### config.mk
export PLATFORM = sky130hd
export DESIGN_NAME = id_stage_pipe
export DESIGN_NICKNAME = d
export VERILOG_FILES = /design/src/rtl/id_stage_pipe.sv
export SDC_FILE = /design/constraint.sdc
export NUM_CORES = 2
export LEC_CHECK = 0
export ABC_AREA = 0
export CORE_AREA = 2 2 504 406
export CTS_CLUSTER_SIZE = 40
export DETAILED_ROUTE_END_ITERATION = 7
export DIE_AREA = 0 0 506 408
export PLACE_DENSITY_LB_ADDON = 0.15
export SETUP_SLACK_MARGIN = 0.15
export SLEW_MARGIN = 40
export SYNTH_ARGS = -nofsm -noshare
export SYNTH_HDL_FRONTEND = slang
export SYNTH_SLANG_ARGS = --single-unit
### constraint.sdc
create_clock -name clk -period 3.1 [get_ports clk]
set_input_delay 0.31 -clock clk [delete_from_list [all_inputs] [get_ports clk]]
set_output_delay 0.31 -clock clk [all_outputs]
set_load 0.1 [all_outputs]
### src/rtl/id_stage_pipe.sv
// id_stage_pipe: instruction-decode stage of a 5-stage MIPS-subset pipeline.
//   Contains the register file, the main control decode, the load-use and branch
//   hazard unit, ID-stage beq resolution and the registered ID/EX pipeline register.
// Optional feature: define WB_BYPASS_EN so that register reads see same-cycle writeback.
// Ports:
//   clk, rst                          clock, synchronous active-high reset
//   in_valid, instr, pc_next          instruction from IF/ID and its PC+4
//   hold                              downstream stall, freezes ID/EX and upstream
//   wb_we, wb_addr, wb_data           register-file write port
//   mem_rd_load, mem_wreg             load in MEM and its destination
//   pc_write, ifid_write              combinational upstream enables
//   br_taken, br_target               combinational branch redirect
//   ex_valid, ex_ctrl, ex_m, ex_wb     registered ID/EX valid and control
//   ex_rs, ex_rt, ex_wreg             registered register numbers
//   ex_data1, ex_data2, ex_imm        registered operand values and immediate
module id_stage_pipe #(
    parameter int unsigned XLEN      = 32,
    parameter int unsigned AW        = 5,
    parameter int unsigned IMM_SHIFT = 2
) (
    input  logic            clk,
    input  logic            rst,
    input  logic            in_valid,
    input  logic [31:0]     instr,
    input  logic [XLEN-1:0] pc_next,
    input  logic            hold,
    input  logic            wb_we,
    input  logic [AW-1:0]   wb_addr,
    input  logic [XLEN-1:0] wb_data,
    input  logic            mem_rd_load,
    input  logic [AW-1:0]   mem_wreg,
    output logic            pc_write,
    output logic            ifid_write,
    output logic            br_taken,
    output logic [XLEN-1:0] br_target,
    output logic            ex_valid,
    output logic [3:0]      ex_ctrl,
    output logic [1:0]      ex_m,
    output logic [1:0]      ex_wb,
    output logic [AW-1:0]   ex_rs,
    output logic [AW-1:0]   ex_rt,
    output logic [AW-1:0]   ex_wreg,
    output logic [XLEN-1:0] ex_data1,
    output logic [XLEN-1:0] ex_data2,
    output logic [XLEN-1:0] ex_imm
);

    localparam int unsigned NREG = 1 << AW;

    localparam logic [5:0] OP_R   = 6'h00;
    localparam logic [5:0] OP_LW  = 6'h23;
    localparam logic [5:0] OP_SW  = 6'h2B;
    localparam logic [5:0] OP_BEQ = 6'h04;

    logic [5:0]      op;
    logic [AW-1:0]   rs;
    logic [AW-1:0]   rt;
    logic [AW-1:0]   rd;
    logic [15:0]     imm16;
    logic [XLEN-1:0] imm_ext;

    assign op      = instr[31:26];
    assign rs      = AW'(instr[25:21]);
    assign rt      = AW'(instr[20:16]);
    assign rd      = AW'(instr[15:11]);
    assign imm16   = instr[15:0];
    assign imm_ext = {{(XLEN-16){imm16[15]}}, imm16};

    // Register file; r0 is never written and always reads zero.
    logic [XLEN-1:0] regs [NREG];

    always_ff @(posedge clk) begin
        if (rst) begin
            for (int i = 0; i < int'(NREG); i++) begin
                regs[i] <= '0;
            end
        end else if (wb_we && wb_addr != '0) begin
            regs[wb_addr] <= wb_data;
        end
    end

    // Two combinational read ports.
    logic [XLEN-1:0] data1;
    logic [XLEN-1:0] data2;

    always_comb begin
        data1 = (rs == '0) ? '0 : regs[rs];
        data2 = (rt == '0) ? '0 : regs[rt];
`ifdef WB_BYPASS_EN
        if (wb_we && wb_addr == rs && rs != '0) data1 = wb_data;
        if (wb_we && wb_addr == rt && rt != '0) data2 = wb_data;
`endif
    end

    // Main control decode.
    logic          dec_ok;
    logic          dec_beq;
    logic          reads_rt;
    logic [3:0]    dec_ctrl;
    logic [1:0]    dec_m;
    logic [1:0]    dec_wb;
    logic [AW-1:0] dec_wreg;

    always_comb begin
        dec_ok   = 1'b0;
        dec_beq  = 1'b0;
        reads_rt = 1'b0;
        dec_ctrl = 4'b0000;
        dec_m    = 2'b00;
        dec_wb   = 2'b00;
        dec_wreg = '0;
        case (op)
            OP_R: begin
                dec_ok   = 1'b1;
                reads_rt = 1'b1;
                dec_ctrl = 4'b1100;
                dec_wb   = 2'b10;
                dec_wreg = rd;
            end
            OP_LW: begin
                dec_ok   = 1'b1;
                dec_ctrl = 4'b0001;
                dec_m    = 2'b10;
                dec_wb   = 2'b11;
                dec_wreg = rt;
            end
            OP_SW: begin
                dec_ok   = 1'b1;
                reads_rt = 1'b1;
                dec_ctrl = 4'b0001;
                dec_m    = 2'b01;
            end
            OP_BEQ: begin
                dec_ok   = 1'b1;
                dec_beq  = 1'b1;
                reads_rt = 1'b1;
            end
            default: ;
        endcase
    end

    // Hazard detection: load in EX feeding any source, or beq needing a value still in flight.
    logic load_use;
    logic br_stall;
    logic stall;

    always_comb begin
        load_use = ex_m[1] && ex_wreg != '0 &&
                   (ex_wreg == rs || (reads_rt && ex_wreg == rt));
        br_stall = dec_beq &&
                   ((ex_wb[1] && ex_wreg != '0 && (ex_wreg == rs || ex_wreg == rt)) ||
                    (mem_rd_load && mem_wreg != '0 && (mem_wreg == rs || mem_wreg == rt)));
        stall    = in_valid && (load_use || br_stall);
    end

    assign pc_write   = !hold && !stall;
    assign ifid_write = !hold && !stall;
    assign br_taken   = in_valid && dec_beq && !stall && !hold && (data1 == data2);
    assign br_target  = pc_next + (imm_ext << IMM_SHIFT);

    // ID/EX register: hold freezes it, stalls and non-instructions insert a bubble.
    logic load_ok;
    assign load_ok = in_valid && dec_ok && !stall;

    always_ff @(posedge clk) begin
        if (rst) begin
            ex_valid <= 1'b0;
            ex_ctrl  <= '0;
            ex_m     <= '0;
            ex_wb    <= '0;
            ex_rs    <= '0;
            ex_rt    <= '0;
            ex_wreg  <= '0;
            ex_data1 <= '0;
            ex_data2 <= '0;
            ex_imm   <= '0;
        end else if (!hold) begin
            ex_valid <= load_ok;
            ex_ctrl  <= load_ok ? dec_ctrl : 4'b0000;
            ex_m     <= load_ok ? dec_m    : 2'b00;
            ex_wb    <= load_ok ? dec_wb   : 2'b00;
            ex_wreg  <= load_ok ? dec_wreg : '0;
            ex_rs    <= rs;
            ex_rt    <= rt;
            ex_data1 <= data1;
            ex_data2 <= data2;
            ex_imm   <= imm_ext;
        end
    end

endmodule

==> metrics list <==
* Cell breakdown of the critical path: mux4_2 -> a22o_1 -> a31oi_2 -> nand4_1 -> xor2_1 -> nor4_2 -> buf_4 -> nand4_1 -> buf_4 -> nor4_4 -> buf_4 -> buf_12
- Largest net degree at the start of global routing: slightly above 70
- Area of the core: slightly above 200000 sq um
- The via count of the first global-routing pass came to 41768.
- For the pin with the worst max-slew slack, the measured transition is 0.862 ns.
- Worst min path class: input port to register
* Worst setup slack after layout: -1.25 ns
- The share of synthesized area in the top cell type comes to 0.512.
- GRT Overall Usage: 0.229
- The number of clock buffers added by TritonCTS is 137.
* Worst VDD drop: 0.000450 V
- The worst hold path passes through 4 cells.
- Post-synthesis area per instance: 13.6 sq um
- Final WL: roughly 240 mm
- Between clock sinks in the finished design, the worst skew comes to ~0.026 ns.
- Number of I/O pins: around 270
- Detailed routing inserted a total of about 42000 vias.
- CP endpoint kind: output pin
- The final reports fail on setup timing.
- The congestion estimate from routability-driven global placement came to about 0.88.
- Clock root cell: sky130_fd_sc_hd__clkbuf_16
* Number of endpoints failing setup at the final stage: 4
- The clock net in this run drives a total of 1126 sinks.
* Final-layout fill cell count: between 15000 and 20000
- The number of pins with negative max-slew slack in the final report came to 0.
- Critical Path RT: 2.79 ns
- Cell types with the largest area share after synthesis: sky130_fd_sc_hd__edfxtp_1 (51%), sky130_fd_sc_hd__mux4_2 (15%), sky130_fd_sc_hd__and2_1 (10%), sky130_fd_sc_hd__mux2i_1 (5.7%), sky130_fd_sc_hd__dfxtp_1 (3.4%)
- Async set-or-reset flop fraction in the synthesized netlist: 0
- Cell type with the highest occurrence count on the critical path: sky130_fd_sc_hd__buf_4
- Hold is met by 0.0664 ns.
- Based on the critical path, the design can be clocked at up to approximately 230 MHz.
* Pwr Density: 543 nW/um^2
* Worst Reg-to-Reg Cells: 10
- CP max stage cell: sky130_fd_sc_hd__mux4_2
* Static power due to leakage: a little under 0.03 uW
* Starting utilization of the core area: 0.298
* Final layout net count: about 5400
- Antenna violations before repair: 28
- From synthesis to final layout, the design area changed by 29.7%.
* Mapped cell area: ~60000 sq um
- Layout cell share with drive strength beyond 1: 0.339
- The tool flagged a number of max-cap violations equal to 0.
- Number of flops mapped to enable cells by yosys: 1024
- Critical path launch point type: register
* Result of the run: finished, violations left
- In the synthesized netlist the dominant register cell turns out to be sky130_fd_sc_hd__edfxtp_1.
- Share of the cycle needed by the critical path after routing: 1.40
* Routed WL per cell: ~30 um
- The synthesized netlist contains a little under 70 unique library cells.
* Detailed-placement wirelength estimate: 169 mm
- The worst setup path is of the register to output pin kind.
- Subtracting the final worst setup slack from the clock period gives 4.35 ns.
* Global-route wire length before repair: between 300 and 400 mm
* Arrival time of data at the critical path endpoint: ~4.0 ns
* Leading cell type in the layout, fill and taps excluded: sky130_fd_sc_hd__edfxtp_1
- Synthesis produced 4404 cells.
- The final number of hold-violating endpoints came to 0.
* Full die area: about 210000 sq um
- The first routing iteration left approximately 4600 violations.
- The synthesized design spends more area on one cell type than any other, namely sky130_fd_sc_hd__edfxtp_1.
* Total power: about 42000 uW
- The clock tree synthesis step divided the H-tree into 4 levels.
- Setup repair after global routing could not meet its margin everywhere.
- In this run the tool buffered the top-level ports with roughly 260 buffer cells.
* Worst slack at placement: -1.64 ns
* Clk buf depth: 3
- Chip Width: 506 um
- During synthesis, Yosys emitted a total of 0 warnings.
* DRC violations left: 0
* Most frequent cells in the layout: sky130_fd_sc_hd__edfxtp_1 (1024), sky130_fd_sc_hd__and2_1 (996), sky130_fd_sc_hd__buf_4 (764), sky130_fd_sc_hd__mux4_2 (390), sky130_fd_sc_hd__mux2i_1 (342)
- Clock-pin slew was measured on the worst setup and hold paths at approximately 0.070 ns.
* Global-route congestion overflow total: 0
* Post-placement cell count: roughly 7800
- Final Non-Filler Cells: a little over 8000
- After floorplanning, the core was divided into 148 placement rows.
- Maximum net fanout on the critical path: 2
* Residual antenna-violating net count after detailed routing: 0
- Crit path largest cell delay: ~0.48 ns
* Pre-antenna DRT Iters: 5
- In this run the tightest slew margin relative to its limit is 0.422.
- Measured along the y axis, the die boundary spans just over 400 um.
* Proportion of synthesized chip area in sequential cells: 0.546
* Avg Vias per Cell: 5.24
- Counting flops and latches in the post-synthesis netlist gives about 1100.
* TritonCTS clock tree: yes
* Total negative setup slack: -1.41 ns
* Clk_lat worst skew: about 0.77 ns
-- sequential cells by signal, summed over array words and instances, names as in the netlist --
| signal | flops |
|---|---|
| ex_rs | 5 |
| ex_ctrl | 2 |
| ex_valid | 1 |
| ex_wreg | 5 |
| ex_m | 2 |
| ex_imm | 16 |
| ex_data1 | 32 |
| ex_rt | 5 |
| ex_data2 | 32 |
| regs | 1024 |
| ex_wb | 2 |
-- cell type report --
type / count / area (sq um) / area share
antenna: 4 / 10.0 / 0.000128
multi-input combinational: 2867 / 26700 / 0.342
sequential: 1126 / 32800 / 0.421
tap: 2700 / 3380 / 0.0434
inverter: 14 / 56.3 / 0.000723
clock buffer: 189 / 3860 / 0.0496
clock inverter: 61 / 495 / 0.00636
timing repair buffer: 1095 / 10600 / 0.137
-- report_power, final --
| group | switching (uW) | total, uW | internal (uW) |
|---|---|---|---|
| Sequential | 453 | 17900 | 17400 |
| Clock | 6700 | 15900 | 9220 |
| Combinational | 5130 | 8540 | 3420 |
| Total | 12300 | 42300 | 30000 |
-- logic make-up (layout without fill, tap and decap cells) --
kind of cell,Yosys count,after routing,synth area share
AO/OA/AOI/OAI,444,444,0.0508
AND/OR/NAND/NOR,1546,1546,0.146
flip-flops,1126,1126,0.546
other,1,37,0.0000624
XOR/XNOR,75,75,0.0109
buffers and inverters,443,1359,0.0343
adder cells (fa/ha/maj),30,30,0.00637
multiplexers,739,739,0.206
-- layer usage --
metal	global-route usage	share of wire	up-vias
met5	0	0.00020	-
met4	0.0445	0.018	6
met3	0.0553	0.085	257
met2	0.340	0.44	1704
met1	0.339	0.46	21961
li1	-	-	18252
-- critical path, delay by kind of cell, from the launching register on --
| family | cells | cell delay, ns |
|---|---|---|
| xor gates and xnor gates | 1 | 0.21 |
| buffers and inverters | 4 | 0.71 |
| muxes | 1 | 0.48 |
| AOI/OAI and AO/OA | 2 | 0.55 |
| DFF | 1 | 0.39 |
| and+or+nand+nor | 4 | 0.94 |
-- cells in the mapped netlist, drive strengths merged (16+ instances only) --
| master | count |
|---|---|
| and2 | 999 |
| nor3 | 16 |
| a31oi | 30 |
| xnor2 | 39 |
| mux4 | 396 |
| a21oi | 102 |
| edfxtp | 1024 |
| o21ai | 34 |
| or2 | 35 |
| clkbuf | 254 |
| a22oi | 153 |
| mux2i | 343 |
| nor2 | 241 |
| a221oi | 17 |
| a22o | 30 |
| dfxtp | 102 |
| nand3 | 59 |
| xor2 | 36 |
| nand4 | 35 |
| buf | 175 |
| ha | 29 |
| nand2 | 109 |
-- through the flow --
stage                     utilization  area [sq um]
final                           0.386         77900
after global routing            0.386         77900
after CTS                       0.384         77600
after detailed placement        0.359         72400
after global placement          0.359         72400
after floorplan                     -         60600
-- what timing repair did --
action | in CTS | in global routing
pin swaps | 77 | 28
resized for setup | 200 | 47
hold endpoints to repair | 12 | 3
setup endpoints to repair | 24 | 18
hold buffers | 10 | 3
setup buffers | 25 | 9
-- worst paths after layout --
kind,start,slack [ns],to
worst max-delay path,regs[30][22],-1.25,br_taken
worst min-delay path,instr[4],0.07,ex_imm[4]
worst max register to register,regs[31][5],0.66,ex_data2[5]
worst min register to register,ex_data2[1],0.49,ex_data2[1]
Power figures use the tool's default switching activity.
